## src/rtl/usb_txn_ctrl.sv

```systemverilog
// usb_txn_ctrl: host-side sequencer for a single USB OUT or IN transaction.
// Issues token / data / handshake sends, arms the receive-data FSM, and
// retries on NAK, bad PID or receive failure until the attempt budget runs out.
module usb_txn_ctrl #(
    parameter int MAX_RETRY = 8,
    parameter int PID_W     = 4
) (
    input  logic             clk,
    input  logic             rst_L,
    input  logic             pause,
    input  logic             txn_start,
    input  logic             txn_dir,
    output logic             txn_done,
    output logic             txn_ok,
    output logic             tx_token_start,
    output logic [PID_W-1:0] tx_token_pid,
    output logic             tx_data_start,
    output logic             tx_hs_start,
    output logic [PID_W-1:0] tx_hs_pid,
    input  logic             tx_done,
    output logic             rx_start,
    output logic             rx_hs_mode,
    input  logic             rx_success,
    input  logic             rx_fail,
    input  logic [PID_W-1:0] rx_pid,
    output logic [3:0]       retry_cnt
);

    localparam logic [PID_W-1:0] PID_OUT = PID_W'(4'b0001);
    localparam logic [PID_W-1:0] PID_IN  = PID_W'(4'b1001);
    localparam logic [PID_W-1:0] PID_ACK = PID_W'(4'b0010);
    localparam logic [PID_W-1:0] PID_NAK = PID_W'(4'b1010);
    localparam logic [3:0]       MAX_RETRY_C = 4'(MAX_RETRY);

    // Direction encoding of txn_dir / dir_q.
    localparam logic DIR_OUT = 1'b0;

    typedef enum logic [3:0] {
        S_IDLE,
        S_TOKEN,
        S_TOKEN_WAIT,
        S_DATA_TX,
        S_DATA_WAIT,
        S_RX_START,
        S_RX_WAIT,
        S_HS_TX,
        S_HS_WAIT,
        S_RETRY,
        S_FINISH
    } state_e;

    state_e           state_q,     state_d;
    logic             dir_q,       dir_d;
    logic             ok_q,        ok_d;
    logic [3:0]       retry_cnt_q, retry_cnt_d;
    logic [PID_W-1:0] hs_pid_q,    hs_pid_d;
    logic             hs_mode_q,   hs_mode_d;

    // Next-state, counter and latch updates; everything holds while paused.
    always_comb begin
        // NOTE: every _d gets its hold value first so no path leaves it unassigned (no latch).
        state_d     = state_q;
        dir_d       = dir_q;
        ok_d        = ok_q;
        retry_cnt_d = retry_cnt_q;
        hs_pid_d    = hs_pid_q;
        hs_mode_d   = hs_mode_q;

        if (!pause) begin
            unique case (state_q)
                S_IDLE: begin
                    if (txn_start) begin
                        dir_d       = txn_dir;
                        ok_d        = 1'b0;
                        retry_cnt_d = '0;
                        // Receiver expects a handshake after an OUT, data after an IN.
                        hs_mode_d   = (txn_dir == DIR_OUT);
                        state_d     = S_TOKEN;
                    end
                end
                S_TOKEN: begin
                    retry_cnt_d = retry_cnt_q + 4'd1;
                    state_d     = S_TOKEN_WAIT;
                end
                S_TOKEN_WAIT: begin
                    if (tx_done) begin
                        state_d = (dir_q == DIR_OUT) ? S_DATA_TX : S_RX_START;
                    end
                end
                S_DATA_TX: begin
                    state_d = S_DATA_WAIT;
                end
                S_DATA_WAIT: begin
                    if (tx_done) begin
                        state_d = S_RX_START;
                    end
                end
                S_RX_START: begin
                    state_d = S_RX_WAIT;
                end
                S_RX_WAIT: begin
                    // A simultaneous success and fail is treated as a fail.
                    if (dir_q == DIR_OUT) begin
                        if (rx_fail) begin
                            state_d = S_RETRY;
                        end else if (rx_success) begin
                            if (rx_pid == PID_ACK) begin
                                ok_d    = 1'b1;
                                state_d = S_FINISH;
                            end else begin
                                state_d = S_RETRY;
                            end
                        end
                    end else begin
                        if (rx_fail) begin
                            hs_pid_d = PID_NAK;
                            state_d  = S_HS_TX;
                        end else if (rx_success) begin
                            hs_pid_d = PID_ACK;
                            state_d  = S_HS_TX;
                        end
                    end
                end
                S_HS_TX: begin
                    state_d = S_HS_WAIT;
                end
                S_HS_WAIT: begin
                    if (tx_done) begin
                        if (hs_pid_q == PID_ACK) begin
                            ok_d    = 1'b1;
                            state_d = S_FINISH;
                        end else begin
                            state_d = S_RETRY;
                        end
                    end
                end
                S_RETRY: begin
                    if (retry_cnt_q == MAX_RETRY_C) begin
                        ok_d    = 1'b0;
                        state_d = S_FINISH;
                    end else begin
                        state_d = S_TOKEN;
                    end
                end
                S_FINISH: begin
                    state_d = S_IDLE;
                end
                default: begin
                    state_d = S_IDLE;
                end
            endcase
        end
    end

    // Start pulses fire for one unpaused cycle in their issuing state.
    always_comb begin
        tx_token_start = !pause && (state_q == S_TOKEN);
        tx_data_start  = !pause && (state_q == S_DATA_TX);
        tx_hs_start    = !pause && (state_q == S_HS_TX);
        rx_start       = !pause && (state_q == S_RX_START);
        txn_done       = !pause && (state_q == S_FINISH);
        txn_ok         = txn_done && ok_q;
    end

    assign tx_token_pid = dir_q ? PID_IN : PID_OUT;
    assign tx_hs_pid    = hs_pid_q;
    assign rx_hs_mode   = hs_mode_q;
    assign retry_cnt    = retry_cnt_q;

    // State register and latched transaction context.
    always_ff @(posedge clk or negedge rst_L) begin
        if (!rst_L) begin
            state_q     <= S_IDLE;
            dir_q       <= DIR_OUT;
            ok_q        <= 1'b0;
            retry_cnt_q <= '0;
            hs_pid_q    <= PID_ACK;
            hs_mode_q   <= 1'b0;
        end else begin
            // NOTE: non-blocking assignments so every flop samples pre-edge values.
            state_q     <= state_d;
            dir_q       <= dir_d;
            ok_q        <= ok_d;
            retry_cnt_q <= retry_cnt_d;
            hs_pid_q    <= hs_pid_d;
            hs_mode_q   <= hs_mode_d;
        end
    end

endmodule

```

## config.mk

```make
export PLATFORM = sky130hd
export DESIGN_NAME = usb_txn_ctrl
export DESIGN_NICKNAME = d
export VERILOG_FILES = /design/src/rtl/usb_txn_ctrl.sv
export SDC_FILE = /design/constraint.sdc
export NUM_CORES = 1
export LEC_CHECK = 0
export CAP_MARGIN = 20
export CORE_ASPECT_RATIO = 0.8
export CORE_MARGIN = 2
export CORE_UTILIZATION = 50
export CTS_CLUSTER_SIZE = 10
export DETAILED_ROUTE_END_ITERATION = 6
export PLACE_DENSITY = 0.84
export SYNTH_ARGS = -nofsm -noshare
export SYNTH_HDL_FRONTEND = slang
export SYNTH_SLANG_ARGS = --single-unit
```

## constraint.sdc

```tcl
create_clock -name clk -period 4 [get_ports clk]
set_input_delay 0.8 -clock clk [delete_from_list [all_inputs] [get_ports clk]]
set_output_delay 0.8 -clock clk [all_outputs]
set_load 0.01 [all_outputs]
```

Word-level counts from Yosys, hierarchy flattened. Index checks and enable logic that the tools add are counted.

Bitwise gates (word level): 2. Magnitude comparators: 0. Muxes and demuxes: 28. Add/sub/neg operators: 1. Equal/unequal tests: 24. Reductions and logical operators: 16. Shift operators: 0. Divide/modulo/power cells: 0. Multiply operators: 0.

Operator list (count): $mux W4 (14); $pmux W4 S10 (1); $ne A2 B2 Y1 const B (10); $eq A4 B2 Y1 const B (4); $eq A4 B3 Y1 const B (4); $eq A4 B4 Y1 const B (4); $reduce_and A10 Y1 (1); $mux W1 (8); $pmux W4 S2 (1); $logic_and A1 B1 Y1 (6); $reduce_and A3 Y1 (2); $reduce_and A6 Y1 (1); $add A4 B1 Y4 const B (1); $eq A4 B1 Y1 const B (1); $logic_not A4 Y1 (1); $mux W2 (2); $pmux W1 S4 (1); $reduce_and A4 Y1 (1); $reduce_bool A2 Y1 (2); $reduce_bool A4 Y1 (1); $mux W3 (1); $ne A3 B3 Y1 const B (1); $not A1 Y1 (2); $logic_not A1 Y1 (1).

Memory bits (read-only): 0. Register bits after elaboration: 15. Memories: 0. Word-level logic and storage cells: 77. Bits in latches: 0. Output and inout port bits: 19. Bits in writable memories: 0. Input port bits: 12.

Logic depth before layout (Yosys ltp). Gate-level depths: netlist of run 1.

Depth after elaboration: 6. Gate-level depth with buffers: 6. Gate-level depth less buffers: 6.

Least setup slack after synthesis of run 1. OpenSTA, ideal clock, no wires.

Path type: input port to output port. Start: input port pause. End: output port txn_ok. Required time: 3.200 ns. Buffers on the path: 1. Arrival time: 1.524 ns. Slack: 1.676 ns. Stages: 3. Cells stage by stage: buf_2 > nor3_1 > and2_1.

Cells in the longest elaborated chain, start to end: 3.

RTL lines: start, declared (line 10) `input logic pause,`; $logic_not A1 Y1 (line 161) `txn_done = !pause && (state_q == S_FINISH);`; $logic_and A1 B1 Y1 (line 161); net txn_done (line 13) `output logic txn_done,`; $logic_and A1 B1 Y1 (line 162) `txn_ok = txn_done && ok_q;`; end, declared (line 14) `output logic txn_ok,`.

The timed path passes the listed nets, and every way through them passes these cells.

Worst setup path after layout of run 1.
Start: input port pause. End: output port tx_token_start.

Cells in the longest elaborated chain, start to end: 2.

RTL lines: $logic_not A1 Y1 (line 157) `tx_token_start = !pause && (state_q == S_TOKEN);`; $logic_and A1 B1 Y1 (line 157); end, declared (line 15) `output logic tx_token_start,`.

No other way between the ends.

==> results.cfg, run 1 <==
[grt]
grt_pass1_wl_um = 4330
antenna_found_initial = 0
grt_pass1_vias = 891
gr-usage-all-layers_pct = 24.9
grt_overflow = 0
grt_max_degree = 23

[place]
dp_slack_ns = 0.677
port_buffers = 24
hpwl_um = 1910
routabilityCongestion = 0.868
placed_area_mm2 = 0.00124

[setup_path]
required_ns = 3.20
r2r_slack_ns = 1.88
critPathKind = in -> out
cp_max_fo = 9
cp_data_arrival_time_ns = 2.52
worstSetupEndpointType = output port
cp-start-kind = input pin

[timing]
slew_violations = 0
finalCritPeriodShare_pct = 82.9
max-slew-margin-rel_pct = 53.7
max_clock_freq_ghz = 0.302
hold_violations = 0
layout_setup_ws_ns = 0.685
fin_hold_ws_ns = 0.496
min_period_ns = 3.32
setup_viol = 0
skew_ns = 0.00257
setup_tns_ns = 0
rsz0062_at_grt = no
worst_pin_slew_ns = 0.695

[die]
num_io_pins = 31
core-area_mm2 = 0.00193
die_area_mm2 = 0.00248
die_h_um = 44.9
start_util_pct = 54.3
rows = 14
fp.dieW_um = 55.1

[clock_tree]
cts_setup_buffers = 0
cts_made_buffers = 3
clk_pin_slew_ns = 0.07
cts-root-buf = clkbuf_4
cts_resized = 0
clk_latency_ns = 0.27
cts.path.max_buffers = 2
cts-htree-levels = 1
cts_tree = built
clkSinkCount = 12
cts_hold_buf = 0

[drt]
drtIter0Drc = 40
dr.pass1.iters = 4
vias = 985
viasPerCell = 6.08
drt-total-wl_um = 2620
drcViolationCount = 0
wl_per_cell_um = 16.2
postRouteAntennaNets = 0

[power]
pwr_density_cell_mw_per_mm2 = 680
p_leak_nw = 0.477
vdd_drop_max_uv = 520

[yosys]
synth.cell_area_mm2 = 0.00105
syn-instance-count = 121
ys_types = 47
synth-seq-cells = 12
synth_area_per_cell_um2 = 8.64
ys_seq_area_share_pct = 28.7
ys.warnings.count = 0

[layout]
layout_common_cells = clkdlybuf4s50_1 (24), dfrtp_1 (12), nand2_1 (8), nor2_1 (7), a21oi_1 (7)
area_delta_synth_final_pct = 20.3
final_common_cell = clkdlybuf4s50_1
postLayoutCellArea_mm2 = 0.00126
post-route-util_pct = 65.3
diodes = 0
drive_above_1_share_pct = 9.42
nFillCells = 161
nets = 154

[worst_hold_path]
hp-class = reg -> reg

[run_status]
status = complete, no violations

[job]
maxCapViolCount = 0
layer usage:
layer	up-vias	share of wire (%)	GRT usage (%)
li1	466	-	-
met1	468	44	34.0
met2	47	48	38.8
met3	4	7.4	7.62
met4	0	0.99	5.85
met5	-	0	0
metrics by stage:
stage,total power [W],instances
final,0.000856,162
after global routing,0.000925,162
after CTS,0.000851,162
after detailed placement,0.000772,159
after global placement,0.000751,159
after floorplan,0.000626,125
final timing paths:
check                                  startpoint                  endpoint  cells after the start
setup / recovery                            pause            tx_token_start                      4
hold / removal             rx_hs_mode$_DFFE_PN0P_    rx_hs_mode$_DFFE_PN0P_                      2
setup reg to reg           state_q[0]$_DFFE_PN0P_    state_q[1]$_DFFE_PN0P_                      4
hold reg to reg            rx_hs_mode$_DFFE_PN0P_    rx_hs_mode$_DFFE_PN0P_                      2
max in group asynchronous                   rst_L  retry_cnt[1]$_DFFE_PN0P_                      1
min in group asynchronous                   rst_L          ok_q$_DFFE_PN0P_                      1
state kept, by name (all words and copies together), names as in the netlist:
| register | count |
|---|---|
| dir_q | 1 |
| ok_q | 1 |
| retry_cnt | 4 |
| rx_hs_mode | 1 |
| state_q | 4 |
| tx_hs_pid | 1 |
logic make-up after synthesis:
family | after synthesis | share of synthesized area (%)
buffers and inverters | 21 | 12.0
xor gates and xnor gates | 3 | 2.51
AOI/OAI and AO/OA | 29 | 20.8
other | 2 | 0.718
and+or+nand+nor | 49 | 29.8
muxes | 3 | 3.11
DFF | 12 | 28.7
adders and majority gates | 2 | 2.39
cell usage after synthesis (all sizes together):
cell type / instances / share of area (%)
o32a: 2 / 1.9
nor3: 7 / 3.8
nand2: 8 / 2.9
nand3: 4 / 1.9
ha: 2 / 2.4
o21bai: 1 / 0.72
a2111oi: 1 / 2.6
nor2: 8 / 3.1
o311a: 1 / 0.96
nor4: 4 / 4.4
or3: 2 / 1.7
and3: 1 / 0.60
a211oi: 1 / 0.72
o21ai: 6 / 2.9
o32ai: 2 / 1.7
nand4bb: 1 / 1.1
and3b: 1 / 1.2
or2: 2 / 1.2
conb: 2 / 0.72
a21o: 1 / 0.72
inv: 6 / 2.2
a21oi: 7 / 3.3
buf: 14 / 9.4
xnor2: 3 / 2.5
nor4b: 3 / 3.1
clkbuf: 1 / 0.36
mux2: 2 / 2.2
and2: 1 / 0.60
mux2i: 1 / 0.96
o31ai: 1 / 0.72
nand2b: 3 / 1.8
a31oi: 2 / 1.2
o221ai: 3 / 2.5
nand4: 1 / 0.60
a22o: 1 / 0.84
dfrtp: 12 / 29
nor2b: 3 / 1.8
critical path, cell delays in order:
cell and delay, ns:
clkdlybuf4s50_1 0.57, or3_4 0.44, nor2_1 0.15, clkdlybuf4s50_1 0.56
cell type report:
class                           instances  area (um2)  share of cell area, %
Inverter                                6        22.5                   1.79
Tap cell                               24        30.0                   2.39
Timing Repair Buffer                   25         248                   19.7
Multi-Input combinational cell         92         636                   50.5
Clock buffer                            3        22.5                   1.79
Sequential cell                        12         300                   23.9
where the power goes:
part	leakage, nW	internal [W]	total (W)	switching, W
Sequential	0.151	0.000177	0.000293	0.000116
Combinational	0.312	0.000238	0.000487	0.000250
Clock	0.0138	0.0000349	0.0000756	0.0000407
Total	0.477	0.000450	0.000856	0.000406
No activity file was read; power rests on OpenSTA's default activity.
==> run 2, diff against run 1 <==
--- a/config.mk
+++ b/config.mk
@@ -8,10 +8,10 @@
 export CAP_MARGIN = 20
 export CORE_ASPECT_RATIO = 0.8
 export CORE_MARGIN = 2
-export CORE_UTILIZATION = 50
+export CORE_UTILIZATION = 42
 export CTS_CLUSTER_SIZE = 10
 export DETAILED_ROUTE_END_ITERATION = 6
-export PLACE_DENSITY = 0.84
+export PLACE_DENSITY = 0.75
 export SYNTH_ARGS = -nofsm -noshare
 export SYNTH_HDL_FRONTEND = slang
 export SYNTH_SLANG_ARGS = --single-unit
==> constraint.sdc (replaced) <==
create_clock -name clk -period 2.8 [get_ports clk]
set_input_delay 0.56 -clock clk [delete_from_list [all_inputs] [get_ports clk]]
set_output_delay 0.56 -clock clk [all_outputs]
set_load 0.01 [all_outputs]
==> run 2 against run 1 <==
Global-route usage down 5.3 points. Utilization down 11 points. Setup slack worse by 0.57 ns. Critical endpoint unchanged.
==> results.cfg, run 2 (same netlist as run 1, synthesis figures left out) <==
[setup_path]
r2r_slack_ns = 0.62
timing.rr.end = state_q[1]$_DFFE_PN0P_
reg2reg_depth = 5
reg2reg_from = state_q[1]$_DFFE_PN0P_
critPathKind = in -> out
critPathSlowestCell = clkdlybuf4s50_1
crit_top_cell = clkdlybuf4s50_1
path_cells = clkdlybuf4s50_1, or3_4, nor2_1, clkdlybuf4s50_1
worstSetupEndpointType = output port
cp_data_arrival_time_ns = 2.13
cp_max_fo = 6
cpPeakStageDelay_ns = 0.56
required_ns = 2.24
cp-start-kind = input pin

[timing]
finalCritPeriodShare_pct = 95.9
worst_pin_slew_ns = 0.573
max-slew-margin-rel_pct = 61.7
min_period_ns = 2.69
setup_tns_ns = 0
fin_hold_ws_ns = 0.483
hold_violations = 0
skew_ns = 0.0137
setup_viol = 0
rsz0062_at_grt = no
max_clock_freq_ghz = 0.372
slew_violations = 0

[power]
pwr_density_cell_mw_per_mm2 = 975
p_leak_nw = 0.508
power_w = 0.00128
vdd_drop_max_uv = 467

[place]
routabilityCongestion = 0.882
hpwl_um = 1970
port_buffers = 24
dp.cells = 167

[clock_tree]
cts_setup_buffers = 0
cts-root-buf = clkbuf_4
cts_resized = 0
cts_tree = built
cts-htree-levels = 1
cts.path.max_buffers = 2
cts_made_buffers = 3
clk_latency_ns = 0.29
clkSinkCount = 12
clk_pin_slew_ns = 0.07
cts_hold_buf = 0

[layout]
layout_common_cells = clkdlybuf4s50_1 (24), dfrtp_1 (12), nand2_1 (8), nor2_1 (7), a21oi_1 (7)
diodes = 0
post-route-util_pct = 54.7
nets = 159
area_delta_synth_final_pct = 25.6
drive_above_1_share_pct = 13.2
fin_cells = 171
final_common_cell = clkdlybuf4s50_1

[die]
die_h_um = 48.6
die_area_mm2 = 0.00291
fp.dieW_um = 59.8
start_util_pct = 43.5
core-area_mm2 = 0.00240
rows = 16
num_io_pins = 31

[worst_hold_path]
hp-class = reg -> reg
min_from = ok_q$_DFFE_PN0P_
min_delay_path_depth = 1
min_to = ok_q$_DFFE_PN0P_

[grt]
grt_pass1_wl_um = 4280
gr-max-usage-layer = met1
grt_pass1_vias = 901
gr-usage-all-layers_pct = 19.6
met3_usage_pct = 5.08
grt.met1_usage_pct = 28.2
use_met2_pct = 28.1
grt_overflow = 0
grt_max_degree = 13
antenna_found_initial = 0

[drt]
vias = 979
wl_per_cell_um = 14.7
dr.pass1.iters = 4
postRouteAntennaNets = 0
drt-total-wl_um = 2520
drcViolationCount = 0
drtIter0Drc = 40
viasPerCell = 5.73

[run_status]
status = complete, no violations

[job]
maxCapViolCount = 0
-- run 2: cell count changes in the layout (fill, tap and decap cells not counted) --
| cell | before | now |
|---|---|---|
| clkbuf_8 | 0 | 1 |
| buf_4 | 1 | 6 |
-- run 2: stage by stage --
stage / area [um2] / setup slack, ns
2_1_floorplan: 1060 / 0.956
6_report: 1310 / 0.114
4_1_cts: 1310 / 0.122
3_3_place_gp: 1280 / 0.151
5_1_grt: 1310 / 0.0435
3_5_place_dp: 1280 / 0.115
-- run 2: worst max-delay path: cells and delay by family --
family / cells / cell delay (ns)
and+or+nand+nor: 2 / 0.50
buffers and inverters: 2 / 1.06
-- run 2: routing by layer --
layer / up-vias / wire [um]
met5: - / 0
met4: 0 / 49
li1: 474 / -
met3: 6 / 250
met1: 449 / 1100
met2: 50 / 1120
-- run 2: final cells by class --
| cell class | instances | area (um2) |
|---|---|---|
| Timing Repair Buffer | 30 | 285 |
| Multi-Input combinational cell | 92 | 636 |
| Tap cell | 27 | 33.8 |
| Inverter | 6 | 22.5 |
| Sequential cell | 12 | 300 |
| Clock buffer | 4 | 36.3 |
| Fill cell | 202 | 1090 |
-- run 2: worst max-delay path by stage --
stage,to,cells past startpoint,slack [ns],startpoint
2_1_floorplan,txn_ok,3,0.96,pause
3_3_place_gp,tx_token_start,4,0.15,pause
3_5_place_dp,tx_token_start,4,0.12,pause
4_1_cts,tx_token_start,4,0.12,pause
5_1_grt,txn_ok,4,0.04,state_q[1]$_DFFE_PN0P_
6_report,tx_token_start,4,0.11,pause
-- run 2: report_power, final --
group / total (W) / leakage, nW / internal (W) / switching, W
Sequential: 0.000392 / 0.151 / 0.000254 / 0.000138
Clock: 0.000144 / 0.0210 / 0.0000792 / 0.0000651
Combinational: 0.000744 / 0.335 / 0.000366 / 0.000378
==> run 3, diff against run 2 <==
--- a/config.mk
+++ b/config.mk
@@ -8,10 +8,9 @@
 export CAP_MARGIN = 20
 export CORE_ASPECT_RATIO = 0.8
 export CORE_MARGIN = 2
-export CORE_UTILIZATION = 42
+export CORE_UTILIZATION = 35
 export CTS_CLUSTER_SIZE = 10
 export DETAILED_ROUTE_END_ITERATION = 6
-export PLACE_DENSITY = 0.75
 export SYNTH_ARGS = -nofsm -noshare
 export SYNTH_HDL_FRONTEND = slang
 export SYNTH_SLANG_ARGS = --single-unit
==> run 3 against run 2 <==
Clock skew fell by 0.0090 ns. Clock power is 8% higher. Via count fell by 1.7%. Wire length grew 6.3%. Fmax rose by 1.5%. Flip-flop and latch count unchanged. Critical endpoint unchanged.
==> results.cfg, run 3 (same netlist as run 1, synthesis figures left out) <==
[timing]
min_period_ns = 2.64
skew_ns = 0.00470
rsz0062_at_grt = no
slew_violations = 0
fin_hold_ws_ns = 0.492
finalCritPeriodShare_pct = 94.5
max-slew-margin-rel_pct = 60.0
max_clock_freq_ghz = 0.378
setup_tns_ns = 0
worst_pin_slew_ns = 0.598
setup_viol = 0
hold_violations = 0

[grt]
gr-usage-all-layers_pct = 17.3
grt_pass1_wl_um = 4480
antenna_found_initial = 0
grt_overflow = 0
grt_max_degree = 22
grt_pass1_vias = 942

[drt]
wl_met2_um = 1170
viasPerCell = 5.34
drtIter0Drc = 52
vias = 962
dr.pass1.iters = 4
top_layer_used = met4
wl_per_cell_um = 14.9
postRouteAntennaNets = 0
dr_wl_met3_um = 130
drcViolationCount = 0
drt-met1-wl_um = 1360
drt-total-wl_um = 2680

[clock_tree]
cts.path.max_buffers = 2
cts_setup_buffers = 0
cts-htree-levels = 1
cts_made_buffers = 3
cts_tree = built
clkSinkCount = 12
clk_pin_slew_ns = 0.05
clk_latency_ns = 0.24
cts-root-buf = clkbuf_8
cts_hold_buf = 0

[die]
start_util_pct = 37.3
die_h_um = 52.9
core-area_mm2 = 0.00281
die_area_mm2 = 0.00344
num_io_pins = 31
rows = 17
fp.dieW_um = 65.1

[power]
p_seq_share_pct = 29.5
p_leak_nw = 0.501
swShare_pct = 45.0
vdd_drop_max_uv = 557
p_sw_w = 0.000584
pwr_density_cell_mw_per_mm2 = 977
p_clk_share_pct = 12.1
p_int_w = 0.000713
combPwrFrac_pct = 58.4

[run_status]
status = complete, no violations

[job]
maxCapViolCount = 0

[layout]
regArea_um2 = 302
area_delta_synth_final_pct = 26.8
drive_above_1_share_pct = 12.7
layout_common_cells = clkdlybuf4s50_1 (24), dfrtp_1 (11), nand2_1 (8), nor2_1 (7), a21oi_1 (7)
final_common_cell = clkdlybuf4s50_1
nets = 158
multi_input_area_um2 = 636
post-route-util_pct = 47.2
diodes = 0
nFillCells = 283

[setup_path]
cp_max_fo = 4
cp_data_arrival_time_ns = 2.08
critPathKind = in -> out
cp-start-kind = input pin
required_ns = 2.24
worstSetupEndpointType = output port

[place]
hpwl_um = 2020
routabilityCongestion = 0.878
port_buffers = 24

[worst_hold_path]
hp-class = reg -> reg
[run 3: per-layer routing]
metal / up-vias / GRT usage [%]
li1: 473 / -
met1: 460 / 23.7
met2: 25 / 27.0
met3: 4 / 4.89
met4: 0 / 4.17
met5: - / 0
[run 3: critical path: stages]
cell	delay [ns]
clkdlybuf4s50_1	0.47
or3_4	0.35
nor2_1	0.15
clkdlybuf4s50_1	0.56
[run 3: path summary, 6_finish.rpt]
path	slack (ns)	from	cells after the start	end
setup reg to reg	0.60	state_q[1]$_DFFE_PN0P_	5	state_q[1]$_DFFE_PN0P_
min in group asynchronous	0.70	rst_L	1	tx_hs_pid[3]$_DFFE_PN0P_
setup / recovery	0.16	pause	4	tx_token_start
hold / removal	0.49	rx_hs_mode$_DFFE_PN0P_	2	rx_hs_mode$_DFFE_PN0P_
max in group asynchronous	1.68	rst_L	1	state_q[3]$_DFFE_PN0P_
hold reg to reg	0.49	rx_hs_mode$_DFFE_PN0P_	2	rx_hs_mode$_DFFE_PN0P_
[run 3: cell type report]
class | count | area share, %
repair buffers | 29 | 20.9
well taps | 38 | 3.58
multi-input cells | 92 | 47.9
clock buffers | 3 | 3.11
inverters | 6 | 1.70
flip-flops and latches | 12 | 22.7
[run 3: power by group through the flow]
stage | Clock (W) | Combinational, W | Sequential (W)
after floorplan | 0 | 0.000553 | 0.000341
after global placement | 0 | 0.000750 | 0.000377
after detailed placement | 0 | 0.000747 | 0.000383
after CTS | 0.000163 | 0.000750 | 0.000380
after global routing | 0.000177 | 0.000834 | 0.000397
final | 0.000156 | 0.000757 | 0.000383
[run 3: what timing repair did]
| action | 4_1_cts | 5_1_grt |
|---|---|---|
| setup endpoints to repair | 0 | 1 |
| hold endpoints to repair | 0 | 0 |
| resized for setup | 0 | 1 |
[run 3: through the flow]
stage / power [W] / setup slack [ns] / instance area (um2) / std cells
after floorplan: 0.000894 / 0.956 / 1060 / 125
after CTS: 0.00129 / 0.111 / 1330 / 180
final: 0.00130 / 0.155 / 1330 / 180
after global placement: 0.00113 / 0.185 / 1280 / 177
after detailed placement: 0.00113 / 0.157 / 1280 / 177
after global routing: 0.00141 / 0.0579 / 1330 / 180
